## config.mk

```make
export PLATFORM = sky130hd
export DESIGN_NAME = rutadatos_booth
export DESIGN_NICKNAME = d
export VERILOG_FILES = /design/src/rtl/rutadatos_booth.sv
export SDC_FILE = /design/constraint.sdc
export NUM_CORES = 1
export LEC_CHECK = 0
export CAP_MARGIN = 5
export CORE_MARGIN = 8
export CORE_UTILIZATION = 52
export DETAILED_ROUTE_END_ITERATION = 7
export GPL_TIMING_DRIVEN = 1
export PLACE_DENSITY = 0.91
export SETUP_SLACK_MARGIN = 0.02
export SYNTH_ARGS = -nofsm -noshare
export SYNTH_HDL_FRONTEND = slang
export SYNTH_SLANG_ARGS = --single-unit
```

## constraint.sdc

```tcl
create_clock -name clk -period 5.4 [get_ports clk]
set_input_delay 0.81 -clock clk [delete_from_list [all_inputs] [get_ports clk]]
set_output_delay 0.81 -clock clk [all_outputs]
set_load 0.005 [all_outputs]
```

## src/rtl/rutadatos_booth.sv

```systemverilog
// rtl/rutadatos_booth.sv - Radix-2 Booth multiplier datapath: operand/accumulator registers,
// add/sub/shift execution and product capture on the rising edge of fin.
module rutadatos_booth #(
   parameter int N = 3
) (
   input  logic           clk,
   input  logic           rst_n,
   input  logic [N-1:0]   multiplicando,
   input  logic [N-1:0]   multiplicador,
   input  logic           inic,
   input  logic           cargasuma,
   input  logic           resta,
   input  logic           desplaza,
   input  logic           fin,
   output logic           q0,
   output logic           qmenos1,
   output logic [2*N-1:0] producto,
   output logic           listo
);

   logic [N-1:0]   r_m;
   logic [N:0]     r_a;
   logic [N-1:0]   r_q;
   logic           r_q1;
   logic           r_fin_d;
   logic [2*N-1:0] r_producto;
   logic           r_listo;

   logic [N:0]     w_m_ext;
   logic [N:0]     w_sum;
   logic           w_fin_rise;

   // One extra accumulator bit keeps A - (-2^(N-1)) representable.
   assign w_m_ext    = {r_m[N-1], r_m};
   assign w_sum      = resta ? (r_a - w_m_ext) : (r_a + w_m_ext);
   assign w_fin_rise = fin & ~r_fin_d;

   always_ff @(posedge clk or negedge rst_n) begin
      if (!rst_n) begin
         r_m  <= '0;
         r_a  <= '0;
         r_q  <= '0;
         r_q1 <= 1'b0;
      end else if (inic) begin
         r_m  <= multiplicando;
         r_q  <= multiplicador;
         r_a  <= '0;
         r_q1 <= 1'b0;
      end else if (cargasuma) begin
         r_a  <= w_sum;
      end else if (desplaza) begin
         r_a  <= {r_a[N], r_a[N:1]};
         r_q  <= {r_a[0], r_q[N-1:1]};
         r_q1 <= r_q[0];
      end
   end

   // Capture samples A/Q as they stood before this edge's datapath action.
   always_ff @(posedge clk or negedge rst_n) begin
      if (!rst_n) begin
         r_fin_d    <= 1'b0;
         r_producto <= '0;
         r_listo    <= 1'b0;
      end else begin
         r_fin_d <= fin;
         r_listo <= w_fin_rise;
         if (w_fin_rise) begin
            r_producto <= {r_a[N-1:0], r_q};
         end
      end
   end

   assign q0       = r_q[0];
   assign qmenos1  = r_q1;
   assign producto = r_producto;
   assign listo    = r_listo;

endmodule

```

==> metrics.csv, run 1 <==
stage,metric,value,unit
power_and_ir_drop,NetSw,0.103,mW
critical_path,CP Data Required Time,5.63,ns
power_and_ir_drop,peak supply drop,0.189,mV
clock_network,clock latency at the later pin of the worst-skew pair,0.29,ns
grt,initial antenna violation count,0,
die,row count,16,
clock_network,clock root buffer,clkbuf_4,
finish,Final Util,0.666,
yosys,synthesized cell area,0.00100,mm^2
drt,DR pass1 iterations,4,
job,max-cap check violation count,0,
finish,P&R area growth vs syn,24.8,%
grt,first-pass GRT wire length,3.33,mm
grt,vias in the first global route,740,
sta,final setup vio count,0,
sta,maximum clock frequency,0.385,GHz
critical_path,crit-path max FO,5,
clock_network,CTS sink count,19,
grt,Global Route Usage Sum,0.122,
drt,DRT Wirelength,2.01,mm
grt,total global routing overflow,0,
placed_design,routability cong.,0.815,
die,die area,0.00359,mm^2
sta,RSZ-0062 raised after global routing,no,
power_and_ir_drop,internal power,0.249,mW
clock_network,Post-CTS Resized,0,
drt,DR vias,747,
yosys,Synth Register Bits,19,
power_and_ir_drop,static leakage,0.565,nW
sta,Period minus WS final,2.60,ns
sta,setup TNS,0,ns
sta,Tcrit/Tclk final,0.481,
yosys,Simple-Gate Fraction of Synth Area,0.164,
yosys,XOR/XNOR Fraction of Synth Area,0.0174,
placed_design,HPWL Detailed,1.57,mm
power_and_ir_drop,pwr dens,281,mW/mm^2
drt,initial drt markers,8,
yosys,"Primary FF master, synth",dfrtp_1,
clock_network,H-tree depth,1,
clock_network,Setup Buffers After CTS,0,
yosys,ys async rst share,1.00,
sta,worst clock skew,0.00311,ns
min_path,Hold Path Class,flip-flop to flip-flop,
power_and_ir_drop,clock share of power,0.198,
placed_design,I/O Buffers,21,
finish,Final nets,133,
power_and_ir_drop,Flop pwr share,0.504,
clock_network,Num CTS Buffers,3,
outcome,status,finished clean,
critical_path,Setup CP Type,input port to flip-flop,
sta,Worst Max-Slew Pin Slew,0.829,ns
drt,Remaining DRCs,0,
die,Core Region,0.00188,mm^2
yosys,Post-Syn Instances,94,
yosys,sequential fraction of the synthesis area,0.473,
yosys,Yosys Warn Count,0,
die,Die Ht,60.0,um
yosys,syn_nets,112,
yosys,largest family of logic cells by synthesized area,simple AND/OR/NAND/NOR gates,
finish,n_diodes,0,
yosys,syn_area_per_cell,10.7,um^2
die,starting density of the core,0.534,
power_and_ir_drop,Combinational Power Share,0.298,
critical_path,startpoint types,input port,
yosys,post-synthesis mux area share,0.107,
drt,DR WL/cell,14.3,um
clock_network,CTS tree,built,
drt,"antenna viol nets, final",0,
grt,largest net degree at the start of global routing,21,
critical_path,Crit. End Element,flip-flop,
power_and_ir_drop,sw frac,0.292,
finish,layout cells sized above 1,0.0965,
sta,final-report hold violation count,0,
clock_network,"Reg clk slew, reported paths",0.10,ns
drt,vias per inst,5.30,
critical_path,WP data arrival,2.83,ns
sta,"Slew Viols, Final",0,
clock_network,hold buffers post-CTS,0,
yosys,Synth Area in Compound Gates,0.125,
min_path,Worst Hold Depth,2,
clock_network,CTS Buffer Depth,2,
yosys,post-synthesis cell type count,29,
critical_path,Reg2Reg Depth,9,
sta,max_slew headroom,0.446,
die,Die X,60.0,um
yosys,Post-Synth Adder-Cell Area,0.0697,
die,I/O Pins,22,
yosys,Post-synth EDFFs,0,
power groups by stage:
| stage | sequential [mW] | clock [mW] | combinational [mW] |
|---|---|---|---|
| after detailed placement | 0.180 | 0 | 0.105 |
| after CTS | 0.177 | 0.0720 | 0.106 |
| after global routing | 0.180 | 0.0788 | 0.116 |
| after floorplan | 0.177 | 0 | 0.0599 |
| after global placement | 0.178 | 0 | 0.0994 |
| final | 0.177 | 0.0698 | 0.105 |
flip-flops by register name, indices dropped and copies added (netlist names):
signal    count
r_q           3
r_m           3
qmenos1       1
r_fin_d       1
producto      6
r_a           4
listo         1
synth_stat cells (2+ instances only):
library cell,n,area [um^2]
nand3b_1,2,15.0
clkbuf_1,3,11.3
mux2_2,6,67.6
ha_1,4,50.1
o21ai_0,7,35.0
nand2b_1,3,18.8
dfrtp_1,19,475
nor2_1,6,22.5
nor2b_1,2,12.5
buf_2,2,10.0
a211oi_1,6,45.0
nand2_1,8,30.0
inv_1,6,22.5
mux2i_1,4,40.0
a21oi_1,2,10.0
logic make-up (layout without fill, tap and decap cells):
kind of cell	Yosys count	after routing
AND/OR/NAND/NOR	28	28
XOR/XNOR	2	2
adder cells (fa/ha/maj)	5	5
AO/OA/AOI/OAI	19	19
flip-flops	19	19
multiplexers	10	10
buffers and inverters	11	31
stage by stage:
step	hold slack (ns)	setup WS [ns]	total power [mW]	area, um^2	instances
floorplan	0.473	3.20	0.237	1000	94
global placement	0.461	2.61	0.278	1230	137
detailed placement	0.474	2.52	0.285	1230	137
CTS	0.497	2.82	0.355	1250	141
global route	0.532	2.72	0.374	1250	141
finish	0.503	2.80	0.352	1250	141
worst max-delay path: stages:
cell             delay, ns
clkdlybuf4s50_1       0.54
nor2_1                0.07
xnor2_1               0.13
ha_1                  0.32
a21oi_1               0.27
and2_1                0.21
or4bb_1               0.39
nand3b_1              0.09
per-layer routing:
metal / global-route usage / up-vias / routed length (um)
met3: 0.0323 / 4 / 96
met2: 0.203 / 20 / 996
met1: 0.142 / 350 / 905
met5: 0 / - / 0
met4: 0.0510 / 0 / 16
li1: - / 373 / -
layout make-up:
type / count / area, um^2
Fill cell: 161 / 628
Clock buffer: 4 / 26.3
Timing Repair Buffer: 21 / 210
Inverter: 6 / 22.5
Tap cell: 27 / 33.8
Multi-Input combinational cell: 64 / 485
Sequential cell: 19 / 475
worst paths after layout:
kind	start	endpoint	slack, ns
worst max-delay path	resta	r_a[3]$_DFFE_PN0P_	2.80
worst min-delay path	producto[4]$_DFFE_PN0P_	producto[4]$_DFFE_PN0P_	0.50
worst max register to register	r_m[0]$_DFFE_PN0P_	r_a[3]$_DFFE_PN0P_	3.07
worst min register to register	producto[4]$_DFFE_PN0P_	producto[4]$_DFFE_PN0P_	0.50
max in group asynchronous	rst_n	r_a[3]$_DFFE_PN0P_	3.90
min in group asynchronous	rst_n	r_q[2]$_DFFE_PN0P_	0.98
layout by cell type, fill, tap and decap left out, types with 2 or more instances in the layout:
cell type	count
a211oi_1	6
a21oi_1	2
clkbuf_4	3
clkdlybuf4s50_1	21
dfrtp_1	19
ha_1	4
inv_1	6
mux2_2	6
mux2i_1	4
nand2_1	8
nand2b_1	3
nand3b_1	2
nor2_1	6
nor2b_1	2
o21ai_0	7
(Power assumes the default switching activity.)
==> run 2: changes to the inputs <==
--- a/config.mk
+++ b/config.mk
@@ -7,10 +7,10 @@
 export LEC_CHECK = 0
 export CAP_MARGIN = 5
 export CORE_MARGIN = 8
-export CORE_UTILIZATION = 52
+export CORE_UTILIZATION = 49
 export DETAILED_ROUTE_END_ITERATION = 7
 export GPL_TIMING_DRIVEN = 1
-export PLACE_DENSITY = 0.91
+export PLACE_DENSITY = 0.87
 export SETUP_SLACK_MARGIN = 0.02
 export SYNTH_ARGS = -nofsm -noshare
 export SYNTH_HDL_FRONTEND = slang
==> constraint.sdc (replaced) <==
create_clock -name clk -period 2.56 [get_ports clk]
set_input_delay 0.384 -clock clk [delete_from_list [all_inputs] [get_ports clk]]
set_output_delay 0.384 -clock clk [all_outputs]
set_load 0.005 [all_outputs]
==> run 2 against run 1 <==
Clock power rose by 110%. Total power increased by 110%. Cell count is 0.71% higher. Worst setup slack worse by 2.6 ns. First-iteration DRC count stayed put. Clock skew grew 0.0027 ns. Hold slack worse by 0.015 ns. Via count grew 0.54%. Final area increased by 0.80%. Register-to-register slack worse by 2.8 ns. Sequential power grew 110%. Largest power group unchanged. Highest routed layer unchanged.
==> metrics.csv, run 2 (synthesis results as in run 1) <==
stage,metric,value,unit
drt,initial drt markers,8,
sta,RSZ-0062 raised after global routing,no,
finish,Multi-input gate area,485,um^2
placed_design,Placed Cells,138,
clock_network,CTS Buffer Depth,2,
clock_network,H-tree depth,1,
drt,Remaining DRCs,0,
sta,Tcrit/Tclk final,0.912,
critical_path,Critical Path End,r_a[3]$_DFFE_PN0P_,
critical_path,Critical R2R Launch,r_m[1]$_DFFE_PN0P_,
power_and_ir_drop,pwr dens,586,mW/mm^2
die,Die Ht,61.3,um
drt,vias per inst,5.29,
drt,DR vias,751,
clock_network,Num CTS Buffers,3,
finish,n_diodes,0,
clock_network,hold buffers post-CTS,0,
finish,Largest register FFs,6,
die,die area,0.00376,mm^2
clock_network,"Reg clk slew, reported paths",0.11,ns
critical_path,r2r endpoint,r_a[3]$_DFFE_PN0P_,
min_path,Hold Path Class,flip-flop to flip-flop,
clock_network,CTS tree,built,
placed_design,routability cong.,0.789,
clock_network,CTS sink count,19,
outcome,status,finished clean,
die,starting density of the core,0.517,
finish,"most common cell after layout, fill and taps aside",clkdlybuf4s50_1,
finish,Final nets,134,
finish,most frequent cells in the layout,"clkdlybuf4s50_1, dfrtp_1, nand2_1, o21ai_0",
drt,DR pass1 iterations,4,
finish,Fillers,171,
sta,Period minus WS final,2.33,ns
power_and_ir_drop,clock share of power,0.197,
grt,initial antenna violation count,0,
finish,layout cells sized above 1,0.122,
die,Die X,61.3,um
placed_design,HPWL Detailed,1.56,mm
power_and_ir_drop,internal power,0.525,mW
drt,"antenna viol nets, final",0,
power_and_ir_drop,peak supply drop,0.344,mV
grt,vias in the first global route,811,
die,row count,16,
grt,Global Route Usage Sum,0.119,
drt,DRT Wirelength,1.94,mm
sta,final-report hold violation count,0,
critical_path,CP Data Required Time,2.80,ns
sta,maximum clock frequency,0.428,GHz
placed_design,I/O Buffers,21,
job,max-cap check violation count,0,
power_and_ir_drop,Combinational Power Share,0.299,
drt,DR WL/cell,13.7,um
finish,P&R area growth vs syn,25.8,%
sta,"Slew Viols, Final",0,
clock_network,clock root buffer,clkbuf_4,
critical_path,crit-path max FO,3,
sta,max_slew headroom,0.447,
sta,worst clock skew,0.00583,ns
critical_path,Worst Setup SP,r_m[1]$_DFFE_PN0P_,
finish,post-route insts no fill,142,
sta,setup TNS,0,ns
critical_path,Setup CP Type,flip-flop to flip-flop,
finish,Final Util,0.651,
power_and_ir_drop,Flop pwr share,0.504,
critical_path,startpoint types,flip-flop,
sta,Worst Max-Slew Pin Slew,0.827,ns
clock_network,clock latency at the later pin of the worst-skew pair,0.29,ns
power_and_ir_drop,NetSw,0.216,mW
grt,first-pass GRT wire length,3.39,mm
power_and_ir_drop,static leakage,0.572,nW
critical_path,WP data arrival,2.57,ns
grt,largest net degree at the start of global routing,20,
finish,area taken by flip-flops and latches,477,um^2
critical_path,Crit. End Element,flip-flop,
grt,total global routing overflow,0,
critical_path,Reg2Reg Depth,9,
critical_path,R2R Setup Slk,0.23,ns
die,Core Region,0.00194,mm^2
power_and_ir_drop,sw frac,0.292,
clock_network,Setup Buffers After CTS,0,
die,I/O Pins,22,
sta,final setup vio count,0,
==> run 2: repair_timing <==
| item | 4_1_cts | 5_1_grt |
|---|---|---|
| endpoints found under the hold margin | 0 | 0 |
| resized for setup | 0 | 1 |
| setup endpoints to repair | 0 | 1 |
==> run 2: layer usage <==
metal / vias to the layer above / share of wire / track usage
met3: 2 / 0.085 / 0.0292
met1: 361 / 0.44 / 0.133
met2: 17 / 0.47 / 0.201
met5: - / 0 / 0
li1: 371 / - / -
met4: 0 / 0.0051 / 0.0664
==> run 2: critical path, stage by stage, from the launching register on <==
cell      delay (ns)
dfrtp_1         0.49
inv_1           0.09
ha_1            0.18
nor2_1          0.13
xnor2_1         0.16
ha_1            0.30
a21oi_1         0.24
and2_1          0.20
or4bb_1         0.40
nand3b_1        0.09
==> run 2: through the flow <==
| step | power (mW) | hold slack, ns | area, um^2 | setup WS, ns |
|---|---|---|---|---|
| after floorplan | 0.501 | 0.0884 | 1000 | 0.438 |
| after global placement | 0.588 | 0.463 | 1230 | 0.207 |
| after detailed placement | 0.602 | 0.472 | 1230 | 0.0920 |
| after CTS | 0.751 | 0.495 | 1260 | 0.214 |
| after global routing | 0.797 | 0.534 | 1260 | 0.0541 |
| final | 0.741 | 0.487 | 1260 | 0.225 |
==> run 2: how the worst min path moves through the flow <==
stage,start,to,slack [ns],depth (start not counted)
6_report,producto[3]$_DFFE_PN0P_,producto[3]$_DFFE_PN0P_,0.49,2
3_5_place_dp,producto[3]$_DFFE_PN0P_,producto[3]$_DFFE_PN0P_,0.47,2
3_3_place_gp,producto[3]$_DFFE_PN0P_,producto[3]$_DFFE_PN0P_,0.46,2
5_1_grt,producto[5]$_DFFE_PN0P_,producto[5]$_DFFE_PN0P_,0.53,1
4_1_cts,producto[3]$_DFFE_PN0P_,producto[3]$_DFFE_PN0P_,0.50,2
2_1_floorplan,rst_n,listo$_DFF_PN0_,0.09,0
==> run 2: area by class of cell <==
| class | instances | share of cell area |
|---|---|---|
| flip-flops and latches | 19 | 0.377 |
| clock inverters | 1 | 0.00396 |
| clock buffers | 3 | 0.0178 |
| well taps | 27 | 0.0267 |
| repair buffers | 22 | 0.172 |
| multi-input cells | 64 | 0.384 |
| inverters | 6 | 0.0178 |
==> run 2: power by group through the flow <==
stage               registers [mW]  clock network, mW  logic, mW
floorplan                    0.374                  0      0.126
global placement             0.377                  0      0.211
CTS                          0.374              0.155      0.223
global route                 0.380              0.168      0.250
finish                       0.374              0.146      0.221
detailed placement           0.380                  0      0.222
==> run 3: changes to the inputs <==
--- a/config.mk
+++ b/config.mk
@@ -6,11 +6,13 @@
 export NUM_CORES = 1
 export LEC_CHECK = 0
 export CAP_MARGIN = 5
+export CORE_ASPECT_RATIO = 0.5
 export CORE_MARGIN = 8
-export CORE_UTILIZATION = 49
+export CORE_UTILIZATION = 30
+export CTS_BUF_LIST = sky130_fd_sc_hd__clkbuf_4 sky130_fd_sc_hd__clkbuf_8
 export DETAILED_ROUTE_END_ITERATION = 7
 export GPL_TIMING_DRIVEN = 1
-export PLACE_DENSITY = 0.87
+export PLACE_DENSITY = 0.61
 export SETUP_SLACK_MARGIN = 0.02
 export SYNTH_ARGS = -nofsm -noshare
 export SYNTH_HDL_FRONTEND = slang
==> run 3 against run 2 <==
Hold slack worse by 0.034 ns. Sequential power barely moved. Total power grew 7.9%. Sequential share of layout area is 1.3 points lower. Die area rose by 48%. Cell count increased by 9.9%. Clock skew is 0.0051 ns lower. Non-clock buffer count up 1. Critical path type unchanged.
==> metrics.csv, run 3 (synthesis results as in run 1) <==
stage,metric,value,unit
drt,vias per inst,4.68,
critical_path,crit-path max FO,3,
grt,vias in the first global route,777,
finish,Largest register FFs,6,
clock_network,Setup Buffers After CTS,0,
clock_network,CTS sink count,19,
finish,most frequent cells in the layout,"clkdlybuf4s50_1, dfrtp_1, nand2_1, o21ai_0",
die,die area,0.00557,mm^2
sta,final setup vio count,0,
drt,"antenna viol nets, final",0,
drt,DR vias,730,
placed_design,routability cong.,0.784,
critical_path,Buffers & Inverters on Critical Path,1,
drt,Remaining DRCs,0,
grt,initial antenna violation count,0,
min_path,Hold Path Class,input port to async pin,
grt,first-pass GRT wire length,3.48,mm
critical_path,Setup CP Type,flip-flop to flip-flop,
critical_path,"Largest stage delay, worst path",0.47,ns
finish,"most common cell after layout, fill and taps aside",clkdlybuf4s50_1,
critical_path,startpoint types,flip-flop,
drt,DR pass1 iterations,4,
power_and_ir_drop,pwr dens,613,mW/mm^2
critical_path,WP data arrival,2.44,ns
critical_path,"CP delay by family, top",simple AND/OR/NAND/NOR gates,
finish,P&R area growth vs syn,29.9,%
sta,"Slew Viols, Final",0,
finish,Final nets,135,
clock_network,Num CTS Buffers,3,
clock_network,Post-CTS Resized,0,
drt,initial drt markers,21,
critical_path,CP Data Required Time,2.75,ns
clock_network,clock latency at the later pin of the worst-skew pair,0.25,ns
sta,Period minus WS final,2.25,ns
placed_design,I/O Buffers,21,
finish,n_diodes,0,
sta,setup TNS,0,ns
critical_path,Worst path slowest cell,dfrtp_1,
sta,final-report hold violation count,0,
sta,worst clock skew,0.000738,ns
clock_network,CTS Buffer Depth,2,
power_and_ir_drop,static leakage,0.585,nW
outcome,status,finished clean,
die,Core Region,0.00310,mm^2
job,max-cap check violation count,0,
sta,max_slew headroom,0.749,
grt,total global routing overflow,0,
placed_design,placed instance area,0.00126,mm^2
clock_network,"Reg clk slew, reported paths",0.07,ns
grt,largest net degree at the start of global routing,20,
drt,met2 wire length,956,um
sta,Tcrit/Tclk final,0.878,
die,Die X,97.8,um
die,starting density of the core,0.324,
critical_path,CP cell instances,"inv_1, ha_1, nor2_1, xnor2_1, ha_1, a21oi_1, and2_1, or4bb_1, nand3b_1",
finish,layout cells sized above 1,0.121,
clock_network,clock root buffer,clkbuf_8,
die,Die Ht,56.9,um
drt,met1 WL,900,um
sta,RSZ-0062 raised after global routing,no,
critical_path,Most common cell on crit path,ha_1,
sta,maximum clock frequency,0.445,GHz
finish,fin area,0.00131,mm^2
drt,DR WL/cell,12.7,um
power_and_ir_drop,peak supply drop,0.255,mV
sta,Worst Max-Slew Pin Slew,0.367,ns
drt,DRT Wirelength,1.98,mm
clock_network,CTS tree,built,
clock_network,hold buffers post-CTS,0,
drt,met3 WL,108,um
drt,DR top layer,met4,
critical_path,Crit. End Element,flip-flop,
grt,Global Route Usage Sum,0.0775,
placed_design,HPWL Detailed,1.59,mm
die,I/O Pins,22,
clock_network,H-tree depth,1,
die,row count,14,
[run 3: power breakdown]
| group | internal [mW] | switching, mW | total, mW | leakage (nW) |
|---|---|---|---|---|
| registers | 0.341 | 0.0314 | 0.372 | 0.239 |
| clock network | 0.108 | 0.0994 | 0.208 | 0.0255 |
| logic | 0.126 | 0.0934 | 0.220 | 0.321 |
[run 3: metrics by stage]
step	hold WS (ns)	total power [mW]	utilization	std cells	setup slack, ns
detailed placement	0.473	0.600	0.406	152	0.134
finish	0.453	0.800	0.421	156	0.312
global placement	0.466	0.594	0.406	152	0.160
floorplan	0.0884	0.501	-	94	0.438
CTS	0.461	0.811	0.421	156	0.295
global route	0.473	0.857	0.421	156	0.142
[run 3: metal layers]
layer  up-vias  global-route usage
met3         2              0.0356
met4         0              0.0263
li1        370                   -
met1       346              0.0821
met2        12               0.135
met5         -                   0
[run 3: layout make-up]
| type | instances | area, um^2 |
|---|---|---|
| Sequential cell | 19 | 475 |
| Clock buffer | 3 | 41.3 |
| Fill cell | 305 | 1800 |
| Timing Repair Buffer | 23 | 225 |
| Clock inverter | 1 | 5.00 |
| Multi-Input combinational cell | 64 | 485 |
| Tap cell | 40 | 50.0 |
| Inverter | 6 | 22.5 |
[run 3: worst paths after layout]
path / start / endpoint / slack [ns] / cells after the start
min in group clk: producto[3]$_DFFE_PN0P_ / producto[3]$_DFFE_PN0P_ / 0.49 / 2
setup / recovery: r_m[0]$_DFFE_PN0P_ / r_a[3]$_DFFE_PN0P_ / 0.31 / 9
hold reg to reg: producto[3]$_DFFE_PN0P_ / producto[3]$_DFFE_PN0P_ / 0.49 / 2
hold / removal: rst_n / r_a[2]$_DFFE_PN0P_ / 0.45 / 2
setup reg to reg: r_m[0]$_DFFE_PN0P_ / r_a[3]$_DFFE_PN0P_ / 0.31 / 9
max in group asynchronous: rst_n / producto[2]$_DFFE_PN0P_ / 1.91 / 2
[run 3: worst register-to-register path, cell delays in order (launching register included)]
cell and delay, ns:
dfrtp_1 0.47, inv_1 0.09, ha_1 0.20, nor2_1 0.13
xnor2_1 0.13, ha_1 0.28, a21oi_1 0.21, and2_1 0.19
or4bb_1 0.39, nand3b_1 0.09
